### src/rtl/pipe_pkg.sv
// Shared state encoding for elastic pipeline stages.
package pipe_pkg;

  typedef enum logic [1:0] {
    EMPTY = 2'd0,
    BUSY  = 2'd1,
    FULL  = 2'd2
  } pipe_state_t;

  localparam pipe_state_t PIPE_STATE_RST = EMPTY;

endpackage

### src/rtl/flopenr_n.sv
// Load-enabled register with async active-low clear; q updates one cycle after en.
// No flow control of its own: the owner decides when en is asserted.
module flopenr_n #(
  parameter int WIDTH = 8
) (
  input  logic             clk,
  input  logic             reset,
  input  logic             en,
  input  logic [WIDTH-1:0] d,
  output logic [WIDTH-1:0] q
);

  always_ff @(posedge clk or negedge reset) begin
    if (!reset) q <= '0;
    else if (en) q <= d;
  end

endmodule

### src/rtl/pipe_skid_reg.sv
// Elastic stage with one-entry skid buffer; 1-cycle latency, full rate while out_ready is high.
// in_ready drops only when main and skid both hold words; optional flush input under PIPE_FLUSH_EN.
module pipe_skid_reg #(
  parameter int WIDTH = 8
) (
  input  logic             clk,
  input  logic             reset,
  input  logic             in_valid,
  output logic             in_ready,
  input  logic [WIDTH-1:0] in_data,
  output logic             out_valid,
  input  logic             out_ready,
  output logic [WIDTH-1:0] out_data
`ifdef PIPE_FLUSH_EN
  ,
  input  logic             flush
`endif
);
  import pipe_pkg::*;

  pipe_state_t      state, state_nxt;
  logic             in_fire, out_fire;
  logic             main_en, skid_en;
  logic [WIDTH-1:0] main_d, skid_q;

  assign in_ready  = (state != FULL);
  assign out_valid = (state != EMPTY);
  assign in_fire   = in_valid && in_ready;
  assign out_fire  = out_valid && out_ready;

  always_comb begin
    state_nxt = state;
    main_en   = 1'b0;
    skid_en   = 1'b0;
    main_d    = in_data;
    case (state)
      EMPTY: begin
        if (in_fire) begin
          main_en   = 1'b1;
          state_nxt = BUSY;
        end
      end
      BUSY: begin
        if (in_fire && out_fire) begin
          main_en = 1'b1;
        end else if (in_fire) begin
          skid_en   = 1'b1;
          state_nxt = FULL;
        end else if (out_fire) begin
          state_nxt = EMPTY;
        end
      end
      FULL: begin
        // The skid word moves up before any new input so ordering stays FIFO.
        if (out_fire) begin
          main_en   = 1'b1;
          main_d    = skid_q;
          state_nxt = BUSY;
        end
      end
      default: state_nxt = EMPTY;
    endcase
`ifdef PIPE_FLUSH_EN
    if (flush) begin
      state_nxt = EMPTY;
      main_en   = 1'b0;
      skid_en   = 1'b0;
    end
`endif
  end

  always_ff @(posedge clk or negedge reset) begin
    if (!reset) state <= PIPE_STATE_RST;
    else        state <= state_nxt;
  end

  flopenr_n #(.WIDTH(WIDTH)) u_main (
    .clk   (clk),
    .reset (reset),
    .en    (main_en),
    .d     (main_d),
    .q     (out_data)
  );

  flopenr_n #(.WIDTH(WIDTH)) u_skid (
    .clk   (clk),
    .reset (reset),
    .en    (skid_en),
    .d     (in_data),
    .q     (skid_q)
  );

endmodule
### config.mk
export PLATFORM = sky130hd
export DESIGN_NAME = pipe_skid_reg
export DESIGN_NICKNAME = d
export VERILOG_FILES = /design/src/rtl/pipe_pkg.sv /design/src/rtl/flopenr_n.sv /design/src/rtl/pipe_skid_reg.sv
export SDC_FILE = /design/constraint.sdc
export NUM_CORES = 1
export LEC_CHECK = 0
export BUFFER_PORTS_ARGS = -buffer_cell sky130_fd_sc_hd__buf_2
export CAP_MARGIN = 20
export CORE_ASPECT_RATIO = 1.5
export CORE_UTILIZATION = 40
export DETAILED_ROUTE_END_ITERATION = 10
export PLACE_DENSITY = 0.71
export SLEW_MARGIN = 30
export SYNTH_ARGS = -nofsm -noshare
export SYNTH_HDL_FRONTEND = slang
export SYNTH_SLANG_ARGS = --single-unit
### constraint.sdc
create_clock -name clk -period 2 [get_ports clk]
set_clock_uncertainty 0.05 [all_clocks]
set_input_delay 0.3 -clock clk [delete_from_list [all_inputs] [get_ports clk]]
set_output_delay 0.3 -clock clk [all_outputs]
set_load 0.01 [all_outputs]
### Word-level counts from Yosys, hierarchy flattened

Cells that the tools add are included.

* register bits: 18
* latch bits: 0
* bits in writable memories: 0
* memory bits (read-only): 0
* bits of input ports: 12
* output and inout bits: 10
* word-level logic and storage cells: 30
* memories: 0

* $add $sub $neg: 0
* multiply operators: 0
* div/mod/pow operators: 0
* magnitude comparators: 0
* equal/unequal tests: 7
* shift-type cells: 0
* mux-type cells: 14
* bitwise operators: 0
* reductions and logical operators: 6

Operators with widths (count)
* 2-to-1 mux 8 bit: 2
* 2-to-1 mux 2 bit: 5
* inequality test 2 bit (second input constant): 4
* case mux 2 bit (3 select lines): 1
* 2-to-1 mux 1 bit: 5
* AND reduction 4 bit: 1
* logical AND 1 bit: 3
* inequality test 3 bit (second input constant): 1
* case mux 1 bit (3 select lines): 1
* equality test 2 x 1 -> 1 bit (second input constant): 1
* equality test 2 bit (second input constant): 1
* logical NOT 2 bit: 1
* nonzero test 2 bit: 1

### Logic depth before layout (Yosys ltp)

Gate-level depths: netlist (run 1).

* depth after elaboration: 6
* mapped depth: 4
* gate-level depth less buffers: 4

### Modules after synthesis

Synthesis (run 1) repeated with hierarchy kept, for this count alone.

* cells, all modules: 56
* area total of the unflattened synthesis: 919.6 um^2

By module, submodules not included
* flopenr_n: times used 2, cells an instance 17, area each 331.6 um^2, seq. area each 200.2 um^2
* pipe_skid_reg: times used 1, cells an instance 22, area each 256.5 um^2, seq. area each 50.0 um^2

### Least setup slack after synthesis (run 1)

OpenSTA, ideal clock, no wires.

* kind: register to register
* start: register state[1]
* end: register u_main.q[0]
* setup time: 0.125 ns
* arrival: 1.298 ns
* required time: 1.825 ns
* slack: 0.527 ns
* cell stages (with the launch flop): 4
* buffers on the path: 0
* period minus slack after synthesis: 1.473 ns
* cells stage by stage: dfrtp_1 > nand2b_1 > o21ai_2 > mux2_4

* longest elaborated chain between the ends: 5
* elaborated cells between the ends (all ways): 14

Ends and longest elaborated chain
* from (decl): line pipe_skid_reg.sv:21 `pipe_state_t state, state_nxt;`
* from (signal assigned): line pipe_skid_reg.sv:74 `else state <= state_nxt;`
* inequality test 2 bit / nonzero test 2 bit (equally long branches): line pipe_skid_reg.sv:26, pipe_skid_reg.sv:27
* logical AND 1 bit, on equally long branches: line pipe_skid_reg.sv:28, pipe_skid_reg.sv:29
* logical AND 1 bit: line pipe_skid_reg.sv:44 `if (in_fire && out_fire) begin`
* 2-to-1 mux 1 bit: line pipe_skid_reg.sv:44
* case mux 1 bit (3 select lines): line pipe_skid_reg.sv:36 `case (state)`
* to (signal assigned): line flopenr_n.sv:14 `if (!reset) q <= '0;`
* to (signal assigned): line flopenr_n.sv:15 `else if (en) q <= d;`
* to (decl): line flopenr_n.sv:10 `output logic [WIDTH-1:0] q`

Parallel ways exist; a longest one is shown, timed or not.
A chain may end at the register's enable or synchronous reset.

### Worst setup path in the final report (run 1)

* start: register state[1]
* end: register u_main.q[5]

Same word-level chain as after synthesis.

==> results of run 1 <==
-- critical path: stages, from the launching register on --
cell and delay [ps]:
dfrtp_1 420, nand2b_1 200, o21ai_2 510, mux2_4 350
-- layout make-up --
cell class,count,area (µm²),share of cell area [%]
well taps,22,27.5,2.71
flip-flops and latches,18,450,44.4
clock buffers,3,22.5,2.22
repair buffers,22,115,11.3
multi-input cells,37,395,39.0
inverters,1,3.75,0.370
-- flip-flops by register name, indices dropped and copies added (netlist names) --
| signal | cells |
|---|---|
| u_main.q | 8 |
| u_skid.q | 8 |
| state | 2 |
-- metrics by stage --
stage | worst slack (ps) | instances | util (%) | instance area [µm²]
2_1_floorplan | 527 | 56 | - | 850
3_3_place_gp | 421 | 99 | 49.1 | 982
3_5_place_dp | 338 | 99 | 49.1 | 982
4_1_cts | 337 | 103 | 50.7 | 1010
5_1_grt | 281 | 103 | 50.7 | 1010
6_report | 356 | 103 | 50.7 | 1010
-- routing by layer --
layer	track usage (%)	vias up	share of wire, %	wire length, µm
li1	-	249	-	-
met1	21.3	272	45	655
met2	24.6	16	49	726
met3	2.26	5	3.2	47
met4	10.3	0	2.9	42
met5	0	-	0	0
-- worst max-delay path by stage --
stage / start / end / slack, ps / cells past startpoint
6_report: state[1] / u_main.q[5] / 360 / 3
5_1_grt: state[1] / u_main.q[7] / 280 / 3
4_1_cts: state[1] / u_main.q[5] / 340 / 3
3_5_place_dp: state[1] / u_main.q[5] / 340 / 3
3_3_place_gp: state[1] / u_main.q[0] / 420 / 3
2_1_floorplan: state[1] / u_main.q[0] / 530 / 3
-- power groups by stage --
stage	combinational, µW	sequential, µW	clock, µW
after floorplan	229	589	0
after global placement	355	574	0
after detailed placement	367	581	0
after CTS	366	577	180
after global routing	388	592	204
final	358	574	174
-- logic make-up after synthesis --
logic type,Yosys count
simple gates,8
compound gates,4
buf+inv,1
flops,18
mux,25
-- cell usage in the layout (no fill, tap or decap), drive strengths merged --
master / Yosys / routed
a21oi: 1 / 1
buf: 0 / 21
clkbuf: 0 / 3
dfrtp: 18 / 18
dlygate4sd3: 0 / 1
inv: 1 / 1
mux2: 25 / 25
nand2: 1 / 1
nand2b: 2 / 2
nor2: 2 / 2
nor2b: 2 / 2
o21ai: 3 / 3
or2: 1 / 1
==> results.tsv, run 1 <==
stage	metric	value	unit
final_layout	antenna_cells	0	
min_path	hp-class	in -> reg	
routing	drc	0	
die	start_util	42.4	%
logic_synthesis	avgSynthCellArea	15.2	µm²
routing	drt_iter0_markers	3	
logic_synthesis	synth-seq-area-share	53.0	%
logic_synthesis	synth_common_cells	18 x dfrtp_1, 17 x mux2_2, 8 x mux2_4	
global_route	track_usage	16.3	%
run_status	outcome	finished clean	
logic_synthesis	yosys.area_share.xor_xnor	0	%
die	coreArea	0.00200	mm²
logic_synthesis	synth_top_family_by_area	multiplexers	
die	design.portCount	22	
final_layout	nFillCells	194	
logic_synthesis	syn_area	850	µm²
pwr	vdd_drop_max	0.517	mV
logic_synthesis	synthMuxAreaShare	36.7	%
timing	maxSlewViolCount	0	
logic_synthesis	yosysWarnings	0	
logic_synthesis	synthTopCellsByArea	dfrtp_1 53%, mux2_2 23%, mux2_4 14%	
cts	cts_root_buf	clkbuf_4	
logic_synthesis	synth_top_cell_by_area	dfrtp_1	
pwr	pwr-share-comb	32.4	%
setup_path	r2r-start	state[1]	
cts	clk_transition_reported_paths	90	ps
timing	hold_violations	0	
flow_run	max_cap_viol_count	0	
placed_design	gp_congestion	0.716	
cts	clock_path_buffers	2	
logic_synthesis	ys_ff_latch	18	
setup_path	cp.required	2130	ps
routing	via_count	542	
timing	tns	0	ps
cts	post_cts_buffers	0	
global_route	grt_pass1_vias	561	
setup_path	r2r_slack	360	ps
die	core.rowCount	20	
global_route	grt_pass1_wl	2520	µm
logic_synthesis	synth-simple-area-share	7.07	%
pwr	cellPowerDensity	1090	mW/mm²
routing	routed_wl	1470	µm
min_path	hold_end	state[1]	
cts	cts_resized	0	
logic_synthesis	synth_most_common_cell	dfrtp_1	
routing	via_per_inst	5.26	
final_layout	area_delta_synth_final	19.4	%
setup_path	crit_type	reg -> reg	
placed_design	io_buffers	21	
logic_synthesis	syn_inst	56	
cts	hold_buffers	1	
die	die-width	39.6	µm
logic_synthesis	synth_top_area_share	53.0	%
timing	setup_viol	0	
min_path	worstHoldStart	out_ready	
pwr	power.leakage	0.000478	µW
pwr	power	1110	µW
routing	ant_nets	0	
setup_path	r2r_cells	3	
pwr	p_seq_share	51.8	%
logic_synthesis	synthAdderAreaFrac	0	%
timing	max_slew_margin	58.8	%
global_route	grt_max_degree	19	
logic_synthesis	synth_edf_count	0	
setup_path	worstSetupStartpointType	register	
pwr	p_int	785	µW
global_route	antenna_found_initial	0	
cts	cts_buffers	3	
cts	cts_sinks	18	
global_route	grt.overflow.total	0	
final_layout	nNetsFinal	95	
timing	period_minus_slack	1640	ps
die	fp.dieH	58.4	µm
cts	htreeDepth	1	
cts	cts_tree	yes	
setup_path	path_max_fanout	8	
logic_synthesis	synth_cell_types	15	
setup_path	worstReg2RegEnd	u_main.q[5]	
die	dieArea	0.00232	mm²
logic_synthesis	syn-num-nets	68	
setup_path	worstPathArrival	1770	ps
final_layout	post_route_cells_drive_above_1_share	66.7	%
pwr	power_frac_clock	15.8	%
pwr	switching_share	29.0	%
timing	worst_pin_slew	617	ps
timing	rsz0062_at_grt	false	
timing	holdWs	182	ps
cts	insertion_delay	290	ps
timing	post-route-period-util	82.2	%
routing	wire_per_inst	14.3	µm
timing	fmax	608	MHz
min_path	hold_depth	2	
routing	first_pass_iters	4	
pwr	p_switching	321	µW
logic_synthesis	synth-compound-area-share	2.80	%
logic_synthesis	async_flop_share	100	%
logic_synthesis	synthFlopType	dfrtp_1	
setup_path	crit_path_end_kind	register	
No activity file was read; power rests on OpenSTA's default activity.
==> inputs of run 2 (changes only) <==
--- a/config.mk
+++ b/config.mk
@@ -5,12 +5,13 @@
 export SDC_FILE = /design/constraint.sdc
 export NUM_CORES = 1
 export LEC_CHECK = 0
+export ABC_AREA = 1
 export BUFFER_PORTS_ARGS = -buffer_cell sky130_fd_sc_hd__buf_2
 export CAP_MARGIN = 20
 export CORE_ASPECT_RATIO = 1.5
 export CORE_UTILIZATION = 40
 export DETAILED_ROUTE_END_ITERATION = 10
-export PLACE_DENSITY = 0.71
+export PLACE_DENSITY = 0.74
 export SLEW_MARGIN = 30
 export SYNTH_ARGS = -nofsm -noshare
 export SYNTH_HDL_FRONTEND = slang
==> constraint.sdc (replaced) <==
create_clock -name clk -period 1.49 [get_ports clk]
set_clock_uncertainty 0.05 [all_clocks]
set_input_delay 0.2235 -clock clk [delete_from_list [all_inputs] [get_ports clk]]
set_output_delay 0.2235 -clock clk [all_outputs]
set_load 0.01 [all_outputs]
==> results.tsv, run 2 <==
stage	metric	value	unit
run_status	outcome	finished clean	
final_layout	mostFrequentLayoutCell	nand2_1	
routing	drt_iter0_markers	14	
cts	clk_transition_reported_paths	100	ps
die	die-width	39.7	µm
pwr	pwr-share-comb	37.7	%
timing	rsz0062_at_grt	false	
logic_synthesis	synth_top_area_share	52.9	%
logic_synthesis	synth_most_common_cell	nand2_1	
cts	post_cts_buffers	0	
placed_design	io_buffers	21	
pwr	cellPowerDensity	1830	mW/mm²
logic_synthesis	synth-seq-area-share	52.9	%
global_route	antenna_found_initial	0	
final_layout	final_cell_mix	43 x nand2_1, 21 x buf_2, 18 x inv_1, 18 x dfrtp_1, 9 x o21ai_0	
global_route	grt_pass1_vias	666	
logic_synthesis	synthAdderAreaFrac	0	%
placed_design	dpl_cell_area	978	µm²
timing	holdWs	134	ps
setup_path	worstPathArrival	1080	ps
placed_design	dp_hpwl	1260	µm
cts	htreeDepth	1	
timing	tns	0	ps
pwr	p_switching	733	µW
routing	first_pass_iters	4	
pwr	power.leakage	0.000597	µW
timing	fmax	738	MHz
timing	period_minus_slack	1350	ps
final_layout	final_area	0.00102	mm²
setup_path	cp.required	1220	ps
cts	clock_path_buffers	2	
logic_synthesis	synth_top_family_by_area	simple AND/OR/NAND/NOR gates	
global_route	grt.overflow.total	0	
logic_synthesis	synthFlopType	dfrtp_1	
timing	setup_viol	0	
setup_path	cp_slowest_cell	dfrtp_1	
pwr	power	1880	µW
cts	hold_buffers	1	
die	design.portCount	22	
logic_synthesis	synth_cell_types	14	
logic_synthesis	async_flop_share	100	%
cts	cts_buffers	3	
routing	wire_per_inst	10.1	µm
logic_synthesis	yosysWarnings	0	
logic_synthesis	avgSynthCellArea	7.88	µm²
setup_path	path_delay_family	flip-flops	
final_layout	antenna_cells	0	
routing	ant_nets	0	
min_path	hp-class	in -> reg	
die	fp.dieH	58.5	µm
die	core.rowCount	20	
logic_synthesis	synthTopCellsByArea	dfrtp_1 53%, nand2_1 19%, inv_1 7.9%	
logic_synthesis	synth_common_cells	43 x nand2_1, 18 x dfrtp_1, 18 x inv_1	
setup_path	path_max_fanout	5	
global_route	grt_max_degree	19	
setup_path	cp_cell_sequence	inv_2, nand2_1, buf_2	
placed_design	gp_congestion	0.802	
setup_path	crit_buf_inv	2	
setup_path	cp_slowest_stage_delay	480	ps
logic_synthesis	ys_ff_latch	18	
die	coreArea	0.00203	mm²
timing	hold_violations	0	
cts	insertion_delay	300	ps
final_layout	post-route-util	50.6	%
timing	maxSlewViolCount	0	
die	start_util	42.0	%
pwr	power_frac_clock	16.3	%
final_layout	post_route_cells_drive_above_1_share	25.6	%
cts	cts_sinks	18	
pwr	switching_share	39.1	%
logic_synthesis	synth_edf_count	0	
final_layout	reg.largest.list	u_main.q x8, u_skid.q x8, state x2	
logic_synthesis	synth_top_cell_by_area	dfrtp_1	
timing	worst_pin_slew	393	ps
routing	via_count	752	
pwr	vdd_drop_max	0.635	mV
flow_run	max_cap_viol_count	0	
logic_synthesis	synthMuxAreaShare	0	%
pwr	p_int	1140	µW
cts	cts_tree	yes	
setup_path	crit_type	reg -> out	
final_layout	area_delta_synth_final	20.4	%
final_layout	nFillCells	187	
die	dieArea	0.00232	mm²
logic_synthesis	syn_area	851	µm²
logic_synthesis	syn_inst	108	
logic_synthesis	synth-compound-area-share	6.91	%
timing	post-route-period-util	90.9	%
timing	max_slew_margin	73.8	%
setup_path	worstSetupStartpointType	register	
pwr	p_seq_share	46.0	%
logic_synthesis	syn-num-nets	120	
global_route	track_usage	16.5	%
cts	cts_resized	0	
routing	drc	0	
routing	via_per_inst	4.85	
logic_synthesis	yosys.area_share.xor_xnor	0	%
global_route	grt_pass1_wl	2700	µm
logic_synthesis	synth-simple-area-share	29.9	%
routing	routed_wl	1560	µm
cts	cts_root_buf	clkbuf_4	
final_layout	nNetsFinal	146	
setup_path	crit_path_end_kind	primary output	
-- run 2: cell count changes after synthesis, moves of 2 or more --
cell      delta
inv_1       +17
inv_2        +4
mux2_2      -17
mux2_4       -8
nand2_1     +43
nand2b_1     -2
nand3_1      +8
o21ai_0      +8
-- run 2: area by class of cell --
type                    count  area [µm²]  area share [%]
inverters                  22        82.6            8.06
repair buffers             22         115            11.2
clock buffers               4        36.3            3.54
flip-flops and latches     18         450            44.0
multi-input cells          67         313            30.5
well taps                  22        27.5            2.69
-- run 2: kinds of logic (layout without fill, tap and decap cells) --
kind of cell	after synthesis	count (layout)
and+or+nand+nor	56	56
AOI/OAI and AO/OA	11	11
DFF	18	18
buffers and inverters	23	48
-- run 2: power by group through the flow --
stage | Clock [µW] | Sequential [µW] | Combinational (µW)
floorplan | 0 | 909 | 425
global placement | 0 | 863 | 697
detailed placement | 0 | 875 | 714
CTS | 308 | 865 | 719
global route | 330 | 895 | 820
finish | 306 | 862 | 708
-- run 2: worst reg2reg max path, cell delays in order, from the launching register on --
cell,delay (ps)
dfrtp_1,470
inv_2,110
nand2_1,70
nand2_1,110
nand2_4,100
inv_2,130
nand3_1,100
nand2_1,70
-- run 2: metal layers --
layer	track usage, %	part of all wire (%)	vias up
li1	-	-	380
met1	20.0	41	347
met2	26.9	52	20
met3	1.13	3.5	5
met4	10.3	3.2	0
met5	0	0	-
-- run 2: worst paths after layout --
| check | startpoint | to | slack (ps) | cells after the start |
|---|---|---|---|---|
| max | state[0] | in_ready | 140 | 3 |
| min | in_data[1] | u_skid.q[1] | 130 | 3 |
| max reg2reg | state[1] | u_main.q[2] | 220 | 7 |
| min reg2reg | u_main.q[2] | u_main.q[2] | 430 | 2 |
| max in group asynchronous | reset | u_main.q[0] | 790 | 2 |
| min in group asynchronous | reset | u_main.q[2] | 320 | 2 |
-- run 2: stage by stage --
step,worst slack [ps],cells
2_1_floorplan,337,108
3_3_place_gp,299,150
3_5_place_dp,250,150
4_1_cts,136,155
5_1_grt,62.1,155
6_report,135,155
==> inputs of run 3 (changes only) <==
--- a/config.mk
+++ b/config.mk
@@ -5,7 +5,6 @@
 export SDC_FILE = /design/constraint.sdc
 export NUM_CORES = 1
 export LEC_CHECK = 0
-export ABC_AREA = 1
 export BUFFER_PORTS_ARGS = -buffer_cell sky130_fd_sc_hd__buf_2
 export CAP_MARGIN = 20
 export CORE_ASPECT_RATIO = 1.5
==> results.tsv, run 3 (synthesis results as in run 1) <==
stage	metric	value	unit
timing	period_minus_slack	1500	ps
cts	cts_tree	yes	
die	core.rowCount	20	
pwr	p_int	1190	µW
timing	maxSlewViolCount	0	
placed_design	gp_congestion	0.719	
min_path	hold_end	state[1]	
setup_path	crit_type	reg -> reg	
min_path	worstHoldStart	out_ready	
cts	cts_sinks	18	
cts	insertion_delay	290	ps
timing	max_slew_margin	72.3	%
final_layout	antenna_cells	0	
placed_design	dp.cells	101	
cts	clock_path_buffers	2	
setup_path	crit_path_end_kind	register	
pwr	switching_share	28.2	%
timing	worst_pin_slew	414	ps
routing	drt_iter0_markers	3	
die	die-width	39.6	µm
setup_path	cp.required	1630	ps
final_layout	nNetsFinal	98	
timing	rsz0062_at_grt	true	
timing	fmax	668	MHz
die	coreArea	0.00200	mm²
setup_path	crit_buf_inv	0	
timing	worst_slack	-7.82	ps
timing	tns	-7.82	ps
routing	via_count	555	
setup_path	r2r_slack	-8	ps
setup_path	worstSetupStartpointType	register	
final_layout	reg.largest.list	u_main.q x8, u_skid.q x8, state x2	
placed_design	pre_cts_ws	-119	ps
setup_path	r2r-start	state[1]	
timing	setup_viol	1	
final_layout	final_cells	107	
routing	first_pass_iters	2	
die	start_util	42.4	%
routing	ant_nets	0	
final_layout	post-route-util	55.8	%
cts	clk_transition_reported_paths	100	ps
pwr	power.leakage	0.000531	µW
run_status	violations	setup timing	
final_layout	area_delta_synth_final	31.4	%
pwr	power_frac_clock	18.1	%
die	fp.dieH	58.4	µm
setup_path	cp_slowest_stage_delay	430	ps
setup_path	worstPathArrival	1640	ps
run_status	outcome	finished, violations left	
pwr	p_seq_share	46.3	%
routing	via_per_inst	5.19	
global_route	grt_pass1_wl	2570	µm
setup_path	cp_cell_sequence	nor2b_4, nand2_4, mux2_2, mux2_4	
setup_path	r2r_cells	4	
setup_path	path_delay_family	multiplexers	
global_route	antenna_found_initial	0	
setup_path	cp_slowest_cell	dfrtp_1	
die	design.portCount	22	
pwr	pwr-share-comb	35.7	%
cts	htreeDepth	1	
global_route	grt_pass1_vias	568	
setup_path	worstReg2RegEnd	u_main.q[3]	
final_layout	final_area	0.00112	mm²
pwr	vdd_drop_max	0.761	mV
routing	drc	0	
pwr	cellPowerDensity	1490	mW/mm²
final_layout	post_route_cells_drive_above_1_share	71.8	%
final_layout	nFillCells	175	
routing	routed_wl	1550	µm
placed_design	dpl_cell_area	997	µm²
placed_design	io_buffers	21	
cts	cts_buffers	3	
final_layout	final_cell_mix	20 x buf_2, 17 x dfrtp_1, 15 x mux2_4	
min_path	hold_depth	2	
routing	wire_per_inst	14.5	µm
timing	hold_violations	0	
global_route	grt_max_degree	19	
min_path	hp-class	in -> reg	
flow_run	max_cap_viol_count	0	
final_layout	mostFrequentLayoutCell	buf_2	
setup_path	path_max_fanout	8	
timing	post-route-period-util	101	%
cts	cts_root_buf	clkbuf_4	
global_route	grt.overflow.total	0	
global_route	track_usage	16.6	%
pwr	p_switching	468	µW
placed_design	dp_hpwl	1050	µm
die	dieArea	0.00232	mm²
-- run 3: cell types whose count changed in the layout (fill, tap and decap cells not counted), sizes merged, moves of 2 or more --
cell,before,now
inv,22,1
nand2b,0,2
nand3,9,0
nand2,44,1
mux2,0,25
nor2b,0,2
o21ai,10,3
buf,21,24
-- run 3: worst max path at each step --
stage,startpoint,end,slack (ps),cells after the start
global placement,state[1],u_main.q[2],-90,3
finish,state[1],u_main.q[3],-8,4
global route,state[1],u_main.q[3],-50,4
floorplan,state[1],u_main.q[0],20,3
detailed placement,state[1],u_main.q[5],-120,3
CTS,state[0],u_main.q[3],-1,4
-- run 3: power groups by stage --
stage          combinational, µW  sequential, µW  clock (µW)
5_1_grt                      639             795         324
3_5_place_dp                 500             773           0
2_1_floorplan                308             790           0
3_3_place_gp                 483             768           0
6_report                     592             768         300
4_1_cts                      528             766         303
-- run 3: final cells by class --
type	instances	area, µm²	area share [%]
multi-input cells	37	445	39.9
flip-flops and latches	18	452	40.5
clock buffers	4	36.3	3.25
well taps	22	27.5	2.47
repair buffers	25	151	13.6
inverters	1	3.75	0.336
-- run 3: per-layer routing --
metal	vias up	share of wire, %	GRT usage, %
li1	255	-	-
met1	284	44	21.3
met2	12	50	25.5
met3	4	3.2	2.26
met4	0	1.9	10.3
met5	-	0	0
-- run 3: timing repair --
item | in CTS | in global routing
hold endpoints to repair | 18 | 0
gates resized for setup | 5 | 10
hold buffers | 1 | 0
buffers inserted | 1 | 0
pin swaps | 1 | 2
setup endpoints to repair | 17 | 17
gates cloned | 0 | 0
-- run 3: metrics by stage --
stage	total power [µW]	hold WS, ps
floorplan	1100	-122
global placement	1250	120
detailed placement	1270	120
CTS	1600	113
global route	1760	108
finish	1660	110
